--- src/rtl/reg_file_writeback_arbiter.sv ---
// Purpose: merges pipeline writeback and queued multi-cycle results onto the register file write port
// Latency: 1 cycle from arbitration (or from pop) to registered write; multi-cycle results take >=2 cycles (push, pop)
// Backpressure: out_mc_ready drops when the FIFO is full; the pipeline path is never stalled and always wins the port
//
// Ports:
//   clk, rst                     clock and synchronous active-high reset
//   in_pipe_valid/sel/data       single-cycle pipeline result, highest priority
//   in_mc_valid/sel/data         multi-cycle result offer, accepted when out_mc_ready
//   out_mc_ready                 FIFO has a free entry (from registered count only)
//   in_claim_en/sel              issue stage reserving a destination for a multi-cycle op
//   out_pending                  per-register "multi-cycle writeback outstanding" scoreboard
//   out_fifo_count               current FIFO occupancy
//   out_write_en/sel/data        registered register-file write port
module reg_file_writeback_arbiter #(
  parameter int DATA_WIDTH = 32,
  parameter int NUM_REGS   = 16,
  parameter int SEL_WIDTH  = 4,
  parameter int FIFO_DEPTH = 4
) (
  input  logic                  clk,
  input  logic                  rst,
  input  logic                  in_pipe_valid,
  input  logic [SEL_WIDTH-1:0]  in_pipe_sel,
  input  logic [DATA_WIDTH-1:0] in_pipe_data,
  input  logic                  in_mc_valid,
  output logic                  out_mc_ready,
  input  logic [SEL_WIDTH-1:0]  in_mc_sel,
  input  logic [DATA_WIDTH-1:0] in_mc_data,
  input  logic                  in_claim_en,
  input  logic [SEL_WIDTH-1:0]  in_claim_sel,
  output logic [NUM_REGS-1:0]   out_pending,
  output logic [SEL_WIDTH-1:0]  out_fifo_count,
  output logic                  out_write_en,
  output logic [SEL_WIDTH-1:0]  out_write_sel,
  output logic [DATA_WIDTH-1:0] out_write_data
);

  localparam int PTR_W = (FIFO_DEPTH > 1) ? $clog2(FIFO_DEPTH) : 1;
  localparam logic [SEL_WIDTH-1:0] LP_DEPTH = SEL_WIDTH'(FIFO_DEPTH);

  // FIFO storage; contents need no reset because the pointers/count define validity
  logic [SEL_WIDTH-1:0]  r_fifo_sel  [FIFO_DEPTH];
  logic [DATA_WIDTH-1:0] r_fifo_data [FIFO_DEPTH];
  logic [PTR_W-1:0]      r_wr_ptr;
  logic [PTR_W-1:0]      r_rd_ptr;
  logic [SEL_WIDTH-1:0]  r_count;
  logic [NUM_REGS-1:0]   r_pending;
  logic                  r_write_en;
  logic [SEL_WIDTH-1:0]  r_write_sel;
  logic [DATA_WIDTH-1:0] r_write_data;

  logic                  w_ready;
  logic                  w_push;
  logic                  w_pipe_win;
  logic                  w_pop;
  logic                  w_claim;
  logic [SEL_WIDTH-1:0]  w_head_sel;
  logic [DATA_WIDTH-1:0] w_head_data;
  logic [NUM_REGS-1:0]   w_pending_nxt;

  // Ready looks only at the registered count so it never depends on this cycle's pop.
  assign w_ready     = (r_count < LP_DEPTH);
  assign w_push      = in_mc_valid && w_ready;
  // A pipe result to r0 is a no-op and must not steal the port from the FIFO.
  assign w_pipe_win  = in_pipe_valid && (in_pipe_sel != '0);
  assign w_pop       = !w_pipe_win && (r_count != '0);
  assign w_claim     = in_claim_en && (in_claim_sel != '0);
  assign w_head_sel  = r_fifo_sel[r_rd_ptr];
  assign w_head_data = r_fifo_data[r_rd_ptr];

  // Clear from the pop is applied first so a same-cycle claim of that register survives:
  // the claim belongs to a newer op whose result is still outstanding.
  always_comb begin
    w_pending_nxt = r_pending;
    if (w_pop) begin
      w_pending_nxt[w_head_sel] = 1'b0;
    end
    if (w_claim) begin
      w_pending_nxt[in_claim_sel] = 1'b1;
    end
    w_pending_nxt[0] = 1'b0;
  end

  always_ff @(posedge clk) begin
    if (w_push) begin
      r_fifo_sel[r_wr_ptr]  <= in_mc_sel;
      r_fifo_data[r_wr_ptr] <= in_mc_data;
    end
  end

  always_ff @(posedge clk) begin
    if (rst) begin
      r_wr_ptr     <= '0;
      r_rd_ptr     <= '0;
      r_count      <= '0;
      r_pending    <= '0;
      r_write_en   <= 1'b0;
      r_write_sel  <= '0;
      r_write_data <= '0;
    end else begin
      if (w_push) begin
        r_wr_ptr <= r_wr_ptr + PTR_W'(1);
      end
      if (w_pop) begin
        r_rd_ptr <= r_rd_ptr + PTR_W'(1);
      end
      unique case ({w_push, w_pop})
        2'b10:   r_count <= r_count + SEL_WIDTH'(1);
        2'b01:   r_count <= r_count - SEL_WIDTH'(1);
        default: r_count <= r_count;
      endcase

      r_pending <= w_pending_nxt;

      if (w_pipe_win) begin
        r_write_en   <= 1'b1;
        r_write_sel  <= in_pipe_sel;
        r_write_data <= in_pipe_data;
      end else if (w_pop) begin
        // Entries targeting r0 are drained without asserting the write enable.
        r_write_en   <= (w_head_sel != '0);
        r_write_sel  <= w_head_sel;
        r_write_data <= w_head_data;
      end else begin
        r_write_en   <= 1'b0;
      end
    end
  end

  assign out_mc_ready   = w_ready;
  assign out_pending    = r_pending;
  assign out_fifo_count = r_count;
  assign out_write_en   = r_write_en;
  assign out_write_sel  = r_write_sel;
  assign out_write_data = r_write_data;

endmodule

--- config.mk ---
export PLATFORM = sky130hd
export DESIGN_NAME = reg_file_writeback_arbiter
export DESIGN_NICKNAME = d
export VERILOG_FILES = /design/src/rtl/reg_file_writeback_arbiter.sv
export SDC_FILE = /design/constraint.sdc
export NUM_CORES = 1
export LEC_CHECK = 0
export ABC_AREA = 1
export CORE_AREA = 4 4 127 129
export CTS_BUF_LIST = sky130_fd_sc_hd__clkbuf_8 sky130_fd_sc_hd__clkbuf_16
export CTS_CLUSTER_DIAMETER = 100
export DETAILED_ROUTE_END_ITERATION = 8
export DIE_AREA = 0 0 131 133
export GPL_ROUTABILITY_DRIVEN = 0
export GPL_TIMING_DRIVEN = 0
export HOLD_SLACK_MARGIN = 0.05
export PLACE_DENSITY_LB_ADDON = 0.15
export SKIP_CTS_REPAIR_TIMING = 1
export SLEW_MARGIN = 40
export SYNTH_ARGS = -nofsm -noshare
export SYNTH_HDL_FRONTEND = slang
export SYNTH_SLANG_ARGS = --single-unit
--- constraint.sdc ---
create_clock -name clk -period 7.78 [get_ports clk]
set_input_delay 0.778 -clock clk [delete_from_list [all_inputs] [get_ports clk]]
set_output_delay 0.778 -clock clk [all_outputs]
set_load 0.02 [all_outputs]
[Yosys cells after proc, flatten, opt, wreduce, memory -nomap -nowiden]
Memories as Yosys holds them, arrays and structs flattened. A register that Yosys moved wholly into a read port is not among the register bits.
Index checks and enable logic that the tools add are counted.
Widths: inputs -> output; s select.
Cells by class
  $add $sub $neg: 4
  multipliers: 0
  div/mod/pow operators: 0
  magnitude comparators: 5
  equality and inequality tests: 2
  shifts and indexed selects: 0
  mux-type cells: 19
  bitwise gates (word level): 3
  reduce and logical (&&, ||, !) cells: 13
Operators with widths (number)
  $mux 32: 2
  $mux 16: 2
  $and 16x16->16: 1
  $not 16->16: 1
  $or 16x16->16: 1
  $reduce_bool 4->1: 4
  $lt 4x5->1 const B: 2
  $demux 1 s4: 2
  $ge 4x1->1 const B: 2
  $mux 2: 4
  $mux 4: 2
  $pmux 4 s2: 1
  $logic_and 1x1->1: 6
  $mux 1: 6
  $add 2x1->2 const B: 2
  $add 4x1->4 const B: 1
  $lt 4x3->1 const B: 1
  $reduce_bool 2->1: 2
  $sub 4x1->4 const B: 1
  $eq 2x1->1 const B: 1
  $eq 2x2->1 const B: 1
  $logic_not 1->1: 1
Word-level totals
  register bits: 61
  latch bits: 0
  RAM bits: 144
  ROM bits: 0
  bits of input ports: 81
  output and inout bits: 58
  logic and storage cells: 56
  memories: 2
Memory list
  r_fifo_data: depth 4, width 32, rd ports 1, clocked after memory_dff 1, write ports 1, RTL line 43  | logic [DATA_WIDTH-1:0] r_fifo_data [FIFO_DEPTH];
  r_fifo_sel: depth 4, width 4, rd ports 1, clocked after memory_dff 1, write ports 1, RTL line 42  | logic [SEL_WIDTH-1:0] r_fifo_sel [FIFO_DEPTH];

[Logic depth before layout (Yosys ltp)]
Gate-level depths: netlist of the first run.
  depth in word-level cells: 9
  mapped depth: 16
  mapped depth without buffers: 15

[Worst setup path before layout of the first run]
OpenSTA, ideal clock, no wires.
  path kind: input port to flip-flop
  start point: input in_mc_valid
  end point: memory r_fifo_data[0][0], enable pin
  library setup time: 429 ps
  arrival time: 2500 ps
  slack: 4851 ps
  cell stages on the path: 2
  buffers on the path: 0
  cell sequence: nand2_1 -> nor2_1
On the way
  cells in the longest elaborated chain, start to end: 3
Ends and longest elaborated chain
  start, declared: RTL line 25  | input logic in_mc_valid,
  $logic_and 1x1->1: RTL line 63  | assign w_push = in_mc_valid && w_ready;
  $mux 1: RTL line 85  | if (w_push) begin
  $mux 1 (implied by the code): RTL line 87  | r_fifo_data[r_wr_ptr] <= in_mc_data;
  end, declared: RTL line 43
Every way passes these cells.

[Final worst setup path of the first run]
  start point: input in_pipe_sel[1]
  end point: register r_count[2], in the netlist out_fifo_count[2]
On the way
  cells in the longest elaborated chain, start to end: 6
Ends and longest elaborated chain
  start, declared: RTL line 23  | input logic [SEL_WIDTH-1:0] in_pipe_sel,
  $reduce_bool 4->1 (*): RTL line 65  | assign w_pipe_win = in_pipe_valid && (in_pipe_sel != '0);
  $logic_and 1x1->1 (*): RTL line 65
  $logic_not 1->1 (*): RTL line 66  | assign w_pop = !w_pipe_win && (r_count != '0);
  $logic_and 1x1->1 (*): RTL line 66
  $eq 2x1->1 or $eq 2x2->1 (tied branches): RTL line 107  | unique case ({w_push, w_pop})
  $pmux 4 s2 or $reduce_bool 2->1 (tied branches)
  end signal, assigned: RTL line 108  | 2'b10: r_count <= r_count + SEL_WIDTH'(1);
  end signal, assigned: RTL line 109  | 2'b01: r_count <= r_count - SEL_WIDTH'(1);
  end signal, assigned: RTL line 110  | default: r_count <= r_count;
  end, declared: RTL line 46  | logic [SEL_WIDTH-1:0] r_count;
Every way passes the cells marked *; elsewhere a longest branch is shown, timed or not.
A chain may end at the register's enable or synchronous reset.

==> results.md, run 1 <==
- Outcome: finished, final reports clean
- Yosys reg bits: 206
- Net count, final: 1088
- LEAKAGE: 0.00426 uW
- Final ANT Viol Nets: 0
- Wire per inst: 17.4 um
- Die Y: 133 um
- Row count: 45
- Die width: 131 um
- Total I/O pin count: 139
- Period utilisation layout: 0.360
- Ys flop type: edfxtp_1
- Drt pass-1 iters: 6
- Worst skew pair latency: 0.48 ns
- Starting density of the core: 0.561
- Tmin final: 2.80 ns
- CP endpoint kind: flip-flop
- TritonCTS clock tree: built
- Grt ovf: 0
- Filler cell count: 1091
- Area of the die: 17400 um^2
- PwrDens: 321 nW/um^2
- Post-synth top area cell: edfxtp_1
- RSZ-0062 raised after global routing: false
- Ranking of synthesized cells by area: edfxtp_1 51%, dfxtp_1 15%, nand2_1 8.9%
- Routed vias: 6521
- Cells after synthesis: 833
- H-Tree Depth: 1
- DP HPWL: 14.2 mm
- Unique cell type count in the Yosys netlist: 35
- Fin util: 0.726
- Multi-input logic area: 2470 um^2
- Most common cell after layout, fill and taps aside: nand2_1
- Vias per cell: 5.43
- Largest net degree at the start of global routing: 18
- Ys async rst share: 0
- Max IR drop VDD: 0.208 mV
- Clock-pin slew on the worst setup and hold paths: 0.06 ns
- Cell Area, Synth: 8430 um^2
- First-iteration detailed-routing DRC count: 447
- Final number of setup-violating endpoints: 0
- CTS root buffer: clkbuf_16
- Max frequency: 0.357 GHz
- Syn Area/Cell: 10.1 um^2
- Slew @ Worst Pin: 0.705 ns
- DRC Markers: 0
- Total of max-cap violations: 0
- Commonest cells after routing, fill and taps aside: 199 x nand2_1, 144 x edfxtp_1, 136 x clkdlybuf4s50_1
- Yosys Warn Count: 0
- Register area: 5570 um^2
- Critical path class: input port to flip-flop
- Initial antenna violation count: 0
- Buffers on Ports: 136
- Layout cells sized above 1: 0.0759
- CP arrival: 3.18 ns
- Area fraction of the dominant cell type after synthesis: 0.513
- Clk sinks: 206
- Sequential area share after synthesis: 0.660
- GRT Util Overall: 0.236
- Area Growth Syn to Fin: 29.6%
- Vias in the first global route: 6457
- Clock skew: 0.00849 ns
- Synth Net Count: 921
- Critical Path RT: 8.15 ns
- Post-route setup TNS: 0 ns
- First-pass GRT wire length: 32.5 mm
- Hold Crit Class: flip-flop to flip-flop
- Fin. Hold Viols: 0
- Max FO, Critical Path: 11
- CTS buffer count: 21
- Fin. max-slew vios: 0
- DRT Wirelength: 20.9 mm
- Max Buffers Root-to-Sink: 3
- Core ar.: 15000 um^2
- Max transition margin: 0.530
- Kind of start point of the critical path: input port
- Number of diodes: 0
- Post-synth EDFFs: 144
-- synth_stat cells, types with 5 or more instances --
| cell | count |
|---|---|
| o21ai_1 | 28 |
| inv_1 | 45 |
| or2_0 | 8 |
| buf_4 | 5 |
| edfxtp_1 | 144 |
| a21oi_1 | 58 |
| dfxtp_1 | 62 |
| ha_1 | 7 |
| nand2_1 | 199 |
| clkbuf_1 | 14 |
| nand3_1 | 64 |
| o22ai_1 | 12 |
| buf_2 | 16 |
| o21ai_0 | 44 |
| nor2_1 | 93 |
-- registers in the layout (all words and copies together), names as in the netlist, named ones only --
signal,count
out_fifo_count,4
out_pending,15
out_write_data,32
out_write_en,1
out_write_sel,4
r_fifo_data,128
r_fifo_sel,16
r_rd_ptr,2
r_wr_ptr,2
-- per-stage QoR --
step	power [uW]	cell area (um^2)	cells	hold slack [ns]	setup WS (ns)
floorplan	2100	8430	833	0.482	4.85
global placement	2490	10000	1157	0.451	3.07
detailed placement	2560	10200	1165	0.454	4.54
CTS	3520	10900	1202	0.461	5.00
global route	3700	10900	1202	0.482	4.75
finish	3510	10900	1202	0.459	4.98
-- power by group --
group / switching, uW / total (uW) / internal [uW]
sequential: 62.2 / 1410 / 1350
clock: 385 / 966 / 582
combinational: 705 / 1130 / 422
-- layout make-up --
cell class,count,share of cell area
Multi-Input combinational cell,534,0.227
Inverter,50,0.0176
Buffer,43,0.0205
Clock inverter,13,0.00940
Tap cell,188,0.0215
Clock buffer,24,0.0519
Timing Repair Buffer,144,0.143
Sequential cell,206,0.510
-- critical path, stage by stage --
cell,delay (ns)
clkdlybuf4s50_1,0.42
nor2_1,0.11
nand2_1,0.07
nand2_2,0.19
nand2_2,0.19
inv_1,0.10
buf_2,0.25
ha_1,0.26
xor2_1,0.25
ha_1,0.19
a21oi_1,0.05
xnor2_1,0.13
o21ai_0,0.14
inv_1,0.06
-- path summary, 6_finish.rpt --
check                                 start                             end  slack, ns  cells after the start
max                          in_pipe_sel[1]  out_fifo_count[2]$_SDFFE_PP0P_       4.98                     14
min              out_pending[11]$_SDFF_PP0_      out_pending[11]$_SDFF_PP0_       0.46                      2
min reg2reg      out_pending[11]$_SDFF_PP0_      out_pending[11]$_SDFF_PP0_       0.46                      2
max reg2reg  out_fifo_count[1]$_SDFFE_PP0P_  out_fifo_count[2]$_SDFFE_PP0P_       5.45                     12
-- metal layers --
metal,vias up,global-route usage,part of all wire,routed length [um]
met2,251,0.387,0.48,10100
met4,0,0.0783,0.028,577
li1,3151,-,-,-
met3,57,0.0384,0.066,1380
met5,-,0,0,0
met1,3062,0.321,0.42,8870
-- cells by family (layout without fill, tap and decap cells) --
kind of cell	count (synthesis)	count (layout)	share of synthesized area
XOR/XNOR	2	2	0.00208
flip-flops	206	206	0.660
AO/OA/AOI/OAI	146	146	0.0895
buffers and inverters	93	274	0.0494
AND/OR/NAND/NOR	378	378	0.188
other	1	1	0.000445
adder cells (fa/ha/maj)	7	7	0.0104
No activity file was read; power rests on OpenSTA's default activity.
==> inputs of run 2 (changes only) <==
CORE_AREA = 4 4 138 140   (was 4 4 127 129)
DIE_AREA = 0 0 142 144   (was 0 0 131 133)
clock period = 2.35 ns   (was 7.78 ns; I/O delays follow)
==> results.md, run 2 (synthesis gave the netlist of run 1 again) <==
- Gr busiest metal: met2
- Largest net degree at the start of global routing: 18
- Kind of start point of the critical path: flip-flop
- Area of the die: 20400 um^2
- CP arrival: 2.56 ns
- DRC Markers: 0
- H-Tree Depth: 1
- First-iteration detailed-routing DRC count: 437
- Outcome: finished, final reports clean
- Final number of setup-violating endpoints: 0
- Critical Path RT: 2.74 ns
- TritonCTS clock tree: built
- LEAKAGE: 0.00427 uW
- CP endpoint kind: flip-flop
- Final ANT Viol Nets: 0
- Die width: 142 um
- Commonest cells after routing, fill and taps aside: 199 x nand2_1, 144 x edfxtp_1, 136 x clkdlybuf4s50_1
- Tmin final: 2.17 ns
- GRT Util Overall: 0.203
- Routed vias: 6440
- Fin. Hold Viols: 0
- Number of flip-flops under the largest register name: 128
- Vias in the first global route: 6217
- Most Frequent Cell on Critical Path: inv_1
- Slew @ Worst Pin: 0.731 ns
- Drt pass-1 iters: 5
- Number of diodes: 0
- M1 GR Usage: 0.265
- Fin. max-slew vios: 0
- Buffers on Ports: 136
- Net count, final: 1089
- Worst-path cell chain: nor2_4 -> nand3_4 -> nand2_4 -> inv_1 -> buf_4 -> ha_2 -> xor2_2 -> ha_1 -> a21oi_1 -> xnor2_1 -> o21ai_0 -> inv_1
- Max Buffers Root-to-Sink: 3
- Filler cell count: 1503
- Slowest CP cell: dfxtp_1
- Most common cell after layout, fill and taps aside: nand2_1
- GR met2 Demand/Resource: 0.352
- Post-route setup TNS: 0 ns
- Largest Register: r_fifo_data
- Layout cells sized above 1: 0.0846
- DP HPWL: 14.5 mm
- Hold Crit Class: input port to flip-flop
- Area Growth Syn to Fin: 30.4%
- Max transition margin: 0.512
- Clk sinks: 206
- Critical path class: flip-flop to flip-flop
- CTS buffer count: 22
- PwrDens: 1060 nW/um^2
- Pwr Total: 11600 uW
- DRT Wirelength: 21.3 mm
- Worst hold path cell count: 3
- Max frequency: 0.461 GHz
- Core ar.: 17800 um^2
- Fin util: 0.616
- Row count: 49
- Wire per inst: 17.1 um
- Clock-pin slew on the worst setup and hold paths: 0.06 ns
- Initial antenna violation count: 0
- Max FO, Critical Path: 11
- Total I/O pin count: 139
- Total of max-cap violations: 0
- Grt ovf: 0
- M3 GR Usage: 0.0380
- Die Y: 144 um
- Max IR drop VDD: 0.640 mV
- Period utilisation layout: 0.923
- First-pass GRT wire length: 32.3 mm
- Cells on worst reg2reg path: 12
- Vias per cell: 5.17
- CTS root buffer: clkbuf_16
- Clock skew: 0.0187 ns
- Worst skew pair latency: 0.51 ns
- CP peak stage delay: 0.34 ns
- Starting density of the core: 0.472
run 2: cell types whose count changed in the layout (fill, tap and decap cells not counted), moves of 2 or more:
cell / change
bufinv_16: -2
dfxtp_2: +2
clkinv_2: +5
dfxtp_1: -2
run 2: final cells by class:
class                      count  area (um^2)  share of cell area
buffer                        43          226              0.0206
clock buffer                  25          592              0.0539
clock inverter                15         76.3             0.00695
inverter                      50          193              0.0175
multi-input combinational    534         2490               0.227
sequential                   206         5570               0.507
tap                          229          287              0.0261
timing repair buffer         144         1560               0.142
run 2: power breakdown:
part           internal [uW]  switching, uW
combinational           1400           2360
clock                   1800           1370
sequential              4470            202
total                   7670           3930
run 2: final timing paths:
kind | startpoint | to | slack, ns
max | out_fifo_count[3]$_SDFFE_PP0P_ | out_fifo_count[2]$_SDFFE_PP0P_ | 0.18
min | in_claim_en | out_pending[8]$_SDFF_PP0_ | 0.08
max reg2reg | out_fifo_count[3]$_SDFFE_PP0P_ | out_fifo_count[2]$_SDFFE_PP0P_ | 0.18
min reg2reg | out_pending[15]$_SDFF_PP0_ | out_pending[15]$_SDFF_PP0_ | 0.46
run 2: per-stage QoR:
stage	hold slack, ns	setup slack [ns]	cells	cell area (um^2)
global placement	0.454	-1.89	1198	10100
CTS	0.0715	-0.0725	1246	11000
floorplan	0.334	-0.493	833	8430
detailed placement	0.456	-0.460	1206	10300
global route	0.0907	-0.00505	1246	11000
finish	0.0841	0.182	1246	11000
run 2: worst max-delay path: cells and delay by family, from the launching register on:
| family | cells | cell delay, ns |
|---|---|---|
| and+or+nand+nor | 3 | 0.46 |
| xor gates and xnor gates | 2 | 0.25 |
| adders and majority gates | 2 | 0.40 |
| AOI/OAI and AO/OA | 2 | 0.29 |
| buffers and inverters | 3 | 0.31 |
| DFF | 1 | 0.34 |
run 2: metal layers:
metal  part of all wire  wire length, um
met4              0.015              329
met5                  0                0
met3              0.068             1460
met1               0.43             9110
met2               0.49            10400
